<file path="src/rtl/reset_req_pulser.sv">
// reset_req_pulser: turns asynchronous per-channel request levels into
// prioritised, fixed-length, one-hot reset pulses. A holdoff gap separates
// consecutive pulses. Requests that arrive while busy are queued, except
// repeat requests from the channel that is currently pulsing.
module reset_req_pulser #(
  parameter int NUM_CH  = 3,
  parameter int CNT_W   = 6,
  parameter int HOLDOFF = 16,
  parameter int RISING  = 1,
  localparam int AW     = (NUM_CH > 1) ? $clog2(NUM_CH) : 1
) (
  input  logic                    clk,
  input  logic                    rst_n,
  input  logic [NUM_CH-1:0]       req_in,
  input  logic [NUM_CH*CNT_W-1:0] pulse_len,
  input  logic                    abort,
  output logic [NUM_CH-1:0]       pulse_out,
  output logic                    busy,
  output logic [NUM_CH-1:0]       pending,
  output logic [AW-1:0]           active_ch
);

  // Synchronizers idle at the inactive level, so a request that is already
  // active when reset releases still produces exactly one edge.
  localparam logic       INACT     = (RISING != 0) ? 1'b0 : 1'b1;
  localparam logic [7:0] HOLD_INIT = 8'(HOLDOFF);

  typedef enum logic [1:0] {S_IDLE, S_PULSE, S_HOLD} state_t;

  logic [NUM_CH-1:0] r_sync1, r_sync2, r_prev, r_edge;
  logic [NUM_CH-1:0] r_pending, r_pulse_out;
  logic [AW-1:0]     r_active_ch;
  logic              r_busy;
  state_t            r_state;
  logic [CNT_W-1:0]  r_cnt;
  logic [7:0]        r_hcnt;

  logic [NUM_CH-1:0] w_edge, w_sel_oh, w_clr, w_ignore;
  logic [AW-1:0]     w_sel_idx;
  logic [CNT_W-1:0]  w_len_raw, w_len_load;

  // Index of the lowest set bit; channel 0 has the highest priority.
  function automatic logic [AW-1:0] f_lowest(input logic [NUM_CH-1:0] v);
    f_lowest = '0;
    for (int i = NUM_CH - 1; i >= 0; i--) begin
      if (v[i]) f_lowest = AW'(i);
    end
  endfunction

  assign w_edge    = (RISING != 0) ? (r_sync2 & ~r_prev) : (~r_sync2 & r_prev);
  assign w_sel_oh  = r_pending & (~r_pending + NUM_CH'(1));
  assign w_sel_idx = f_lowest(r_pending);
  assign w_clr     = (r_state == S_IDLE) ? w_sel_oh : '0;
  // While pulsing, pulse_out is the one-hot mask of the active channel.
  assign w_ignore  = (r_state == S_PULSE) ? r_pulse_out : '0;

  // Pick the selected channel's length field; a zero length still gives one cycle.
  always_comb begin
    w_len_raw  = pulse_len[int'(w_sel_idx)*CNT_W +: CNT_W];
    w_len_load = (w_len_raw == '0) ? CNT_W'(1) : w_len_raw;
  end

  // Two-flop synchronizer followed by a registered edge detector.
  always_ff @(posedge clk or negedge rst_n) begin
    if (!rst_n) begin
      r_sync1 <= {NUM_CH{INACT}};
      r_sync2 <= {NUM_CH{INACT}};
      r_prev  <= {NUM_CH{INACT}};
      r_edge  <= '0;
    end else begin
      r_sync1 <= req_in;
      r_sync2 <= r_sync1;
      r_prev  <= r_sync2;
      r_edge  <= w_edge;
    end
  end

  // Pending requests: a new edge beats the clear of a just-selected channel.
  // Edges from the channel that is currently pulsing are dropped.
  always_ff @(posedge clk or negedge rst_n) begin
    if (!rst_n) begin
      r_pending <= '0;
    end else if (abort) begin
      r_pending <= '0;
    end else begin
      r_pending <= (r_pending & ~w_clr) | (r_edge & ~w_ignore);
    end
  end

  // Control FSM with registered pulse, busy and active-channel outputs.
  always_ff @(posedge clk or negedge rst_n) begin
    if (!rst_n) begin
      r_state     <= S_IDLE;
      r_pulse_out <= '0;
      r_busy      <= 1'b0;
      r_active_ch <= '0;
      r_cnt       <= '0;
      r_hcnt      <= '0;
    end else if (abort) begin
      r_state     <= S_IDLE;
      r_pulse_out <= '0;
      r_busy      <= 1'b0;
      r_active_ch <= '0;
      r_cnt       <= '0;
      r_hcnt      <= '0;
    end else begin
      case (r_state)
        S_IDLE: begin
          if (|r_pending) begin
            r_state     <= S_PULSE;
            r_pulse_out <= w_sel_oh;
            r_active_ch <= w_sel_idx;
            r_cnt       <= w_len_load;
            r_busy      <= 1'b1;
          end
        end
        S_PULSE: begin
          if (r_cnt <= CNT_W'(1)) begin
            r_pulse_out <= '0;
            r_active_ch <= '0;
            r_cnt       <= '0;
            if (HOLDOFF == 0) begin
              r_state <= S_IDLE;
              r_busy  <= 1'b0;
            end else begin
              r_state <= S_HOLD;
              r_hcnt  <= HOLD_INIT;
            end
          end else begin
            r_cnt <= r_cnt - CNT_W'(1);
          end
        end
        S_HOLD: begin
          if (r_hcnt <= 8'd1) begin
            r_state <= S_IDLE;
            r_busy  <= 1'b0;
            r_hcnt  <= '0;
          end else begin
            r_hcnt <= r_hcnt - 8'd1;
          end
        end
        default: begin
          r_state     <= S_IDLE;
          r_pulse_out <= '0;
          r_busy      <= 1'b0;
          r_active_ch <= '0;
        end
      endcase
    end
  end

  assign pulse_out = r_pulse_out;
  assign busy      = r_busy;
  assign pending   = r_pending;
  assign active_ch = r_active_ch;

endmodule
</file>
<file path="config.mk">
export PLATFORM = sky130hd
export DESIGN_NAME = reset_req_pulser
export DESIGN_NICKNAME = d
export VERILOG_FILES = /design/src/rtl/reset_req_pulser.sv
export SDC_FILE = /design/constraint.sdc
export NUM_CORES = 1
export LEC_CHECK = 0
export BUFFER_PORTS_ARGS = -buffer_cell sky130_fd_sc_hd__buf_4
export CAP_MARGIN = 5
export CORE_MARGIN = 1.5
export CORE_UTILIZATION = 50
export CTS_CLUSTER_SIZE = 8
export DETAILED_ROUTE_END_ITERATION = 10
export GPL_ROUTABILITY_DRIVEN = 0
export GPL_TIMING_DRIVEN = 0
export MAX_ROUTING_LAYER = met4
export PLACE_DENSITY = 0.69
export SYNTH_ARGS = -nofsm -noshare
export SYNTH_HDL_FRONTEND = slang
export SYNTH_SLANG_ARGS = --single-unit
</file>
<file path="constraint.sdc">
create_clock -name clk -period 5.55 [get_ports clk]
set_input_delay 0.555 -clock clk [delete_from_list [all_inputs] [get_ports clk]]
set_output_delay 0.555 -clock clk [all_outputs]
set_load 0.03 [all_outputs]
</file>
==> summary.md <==
| Metric | Value |
|---|---|
| EDFF count, synth | 0 |
| Row count | 21 |
| Cells after DPL | between 200 and 300 |
| Run status | finished, final reports clean |
| Hold Vio Cnt, Final | 0 |
| Horiz. Die Dim | around 64 um |
| Unrepaired setup endpoints after global routing | false |
| Starting Density | 0.540 |
| Initial antenna violation count | 0 |
| Worst hold path class | in -> async |
| Final setup fails | 0 |
| Yosys Warn Count | 0 |
| CTS buffer count | 5 |
| Vias per cell | 5.86 |
| Ys async rst share | 1.00 |
| Crit path DAT | between 2000 and 2500 ps |
| Crit Path Category | reg -> reg |
| Worst Max-Slew Pin Slew | between 600 and 700 ps |
| WL/cell | approximately 15 um |
| # fillers | approximately 290 |
| Fmax achieved | 0.459 GHz |
| Detailed Place HPWL | 2.87 mm |
| Layout Cells excl Fill | approximately 270 |
| Final Cycle Share | 0.392 |
| All-Layer GR Usage | 0.220 |
| Multi-input logic area | about 860 um2 |
| Postcts setup bufs | 0 |
| Final instance area | 2250 um2 |
| First-pass GRT wire length | 6.87 mm |
| Combinational Power Share | 0.364 |
| Routed WL | ~4.0 mm |
| P per Cell Area | ~380 nW/um2 |
| Post-DP Area | 2160 um2 |
| # Max-Cap Violations | 0 |
| Share of cells above drive strength 1 | 0.227 |
| Setup_tns | 0 ps |
| # H-tree levels | 2 |
| Critical Path, Cell by Cell | inv_1 > ha_1 > nor2_1 > nor3_1 > a211oi_1 > o21ai_0 > a22o_1 |
| ANT nets after route | 0 |
| Most frequent cells in the layout | dfrtp_1 (37), buf_4 (32), nor2_1 (13) |
| Worst hold margin | 207 ps |
| Synthesized area per cell | ~10 um2 |
| Fin. max-slew vios | 0 |
| Nets | between 200 and 300 |
| CP Max Fanout | 7 |
| Antenna diodes | 0 |
| Ys flop type | dfrtp_1 |
| Clk root buf | clkbuf_8 |
| CTS tree | yes |
| Slew margin rel. | 0.576 |
| Share of power burned in registers | 0.408 |
| First-pass DRT Iterations | 4 |
| Largest net degree at the start of global routing | 38 |
| Post_cts resized | 0 |
| Worst path bufs/invs | 1 |
| Fin crit period | 2180 ps |
| Grt ovf | 0 |
| Reg2Reg Depth | 7 |
| Layout Area Growth over Synthesis | 21.1% |
| Clock share of power | 0.228 |
| Seq/Total Area, Yosys | 0.498 |
| Crit path launch type | register |
| Worst Path Required | about 5700 ps |
| Max stage delay on crit path | slightly below 500 ps |
| DIE AREA | around 4100 um2 |
| Internal | 0.529 mW |
| Hold buffers post-CTS | 0 |
| CORE AREA | 3440 um2 |
| Latest clock arrival within the worst-skew pair | ~290 ps |
| FF-to-FF Start | r_cnt[0]$_DFFE_PN0P_ |
| Post-synthesis instance area | between 1500 and 2000 um2 |
| Peak supply drop | roughly 200 uV |
| Sink Count | 37 |
| Clk_skew | between 8 and 9 ps |
| Die height | roughly 64 um |
| NetSw | ~0.32 mW |
| Slowest-stage cell, CP | a211oi_1 |
| Critical R2R Capture | r_hcnt[3]$_DFFE_PN0P_ |
| Crit path max-delay family | compound AO/OA/AOI/OAI gates |
| Number of synthesized register bits | 37 |
| Static leakage | around 1.1 nW |
| Reg2Reg Setup Slack | roughly 3400 ps |
| Via count | 1589 |
| Vias in the first global route | ~1500 |
| Sequential Area | between 900 and 1000 um2 |
| Syn Inst Count | 185 |
| Yosys cell types | 45 |
| CTS Buffer Depth | 2 |
| Commonest non-fill, non-tap cell in the layout | dfrtp_1 |
| Drt drc | 0 |
| Clk slew on worst S/H paths | ~80 ps |
| Syn nets | about 210 |
| CP Depth | 7 |
| Switching Share | 0.378 |
| IO buf count | 32 |
| Initial detailed-routing violation count | 164 |
| Crit path capture type | register |
| Io pins | 33 |
[cells in the mapped netlist, types with 2 or more instances]
library cell,number,area [um2]
a211oi_1,3,22.5
a21o_1,4,30.0
a21oi_1,9,45.0
a22o_1,6,52.6
a22oi_1,2,15.0
a31oi_1,5,31.3
and2_1,2,12.5
clkbuf_1,6,22.5
dfrtp_1,37,926
ha_1,4,50.1
inv_1,10,37.5
nand2_1,7,26.3
nand2b_1,6,37.5
nand3_1,3,15.0
nand3b_1,2,15.0
nand4_1,2,12.5
nor2_1,13,48.8
nor2b_1,4,25.0
nor3_1,10,50.1
nor3b_1,2,15.0
o21ai_0,7,35.0
o21ai_1,7,35.0
o221a_2,2,22.5
o221ai_1,3,26.3
o22ai_1,6,37.5
or3_1,3,18.8
or4b_2,2,20.0
[worst reg2reg max path: cells and delay by family (launching register included)]
kind                     cells  cell delay, ps
AO/OA/AOI/OAI                3             890
adder cells (fa/ha/maj)      1             250
flip-flops                   1             460
buffers and inverters        1              90
AND/OR/NAND/NOR              2             380
[cells by family (layout without fill, tap and decap cells)]
| family | count (synthesis) | in the layout | share of synthesized area |
|---|---|---|---|
| AO/OA/AOI/OAI | 64 | 64 | 0.242 |
| adder cells (fa/ha/maj) | 4 | 4 | 0.0269 |
| buffers and inverters | 18 | 58 | 0.0404 |
| flip-flops | 37 | 37 | 0.498 |
| multiplexers | 1 | 1 | 0.00606 |
| AND/OR/NAND/NOR | 61 | 61 | 0.187 |
[cell type report]
class,instances,share of cell area
plain buffers,8,0.0167
multi-input cells,130,0.381
flip-flops and latches,37,0.411
clock inverters,3,0.0111
clock buffers,5,0.0306
repair buffers,32,0.107
well taps,46,0.0256
inverters,10,0.0167
[per-layer routing]
layer  GRT usage  share of wire  routed length [um]
met3      0.0493          0.061                 245
met1       0.283           0.45                1790
met4      0.0571         0.0098                  39
met2       0.353           0.48                1920
met5           -              0                   0
[state kept, by name (all words and copies together) (netlist names)]
signal	flops
r_hcnt	8
r_cnt	6
pending	3
pulse_out	3
r_edge	3
r_prev	3
r_sync1	3
r_sync2	3
active_ch	2
r_state	2
busy	1
[worst max path at each step]
stage	start	to
3_5_place_dp	r_cnt[0]$_DFFE_PN0P_	r_hcnt[3]$_DFFE_PN0P_
5_1_grt	r_cnt[0]$_DFFE_PN0P_	r_hcnt[3]$_DFFE_PN0P_
4_1_cts	r_cnt[0]$_DFFE_PN0P_	r_hcnt[3]$_DFFE_PN0P_
6_report	r_cnt[0]$_DFFE_PN0P_	r_hcnt[3]$_DFFE_PN0P_
3_3_place_gp	r_hcnt[4]$_DFFE_PN0P_	r_hcnt[0]$_DFFE_PN0P_
2_1_floorplan	r_hcnt[4]$_DFFE_PN0P_	r_hcnt[0]$_DFFE_PN0P_
[metrics by stage]
step,worst slack (ps),utilization,power (mW)
floorplan,3540,-,0.571
global placement,3480,0.627,0.648
detailed placement,3460,0.627,0.656
finish,3370,0.654,0.849
CTS,3440,0.654,0.853
global route,3190,0.654,0.907
[power by group through the flow]
stage | sequential, mW | combinational, mW | clock [mW]
after global routing | 0.353 | 0.343 | 0.212
final | 0.346 | 0.309 | 0.194
after floorplan | 0.358 | 0.213 | 0
after CTS | 0.346 | 0.307 | 0.199
after global placement | 0.348 | 0.300 | 0
after detailed placement | 0.351 | 0.306 | 0
Power figures use the tool's default switching activity.
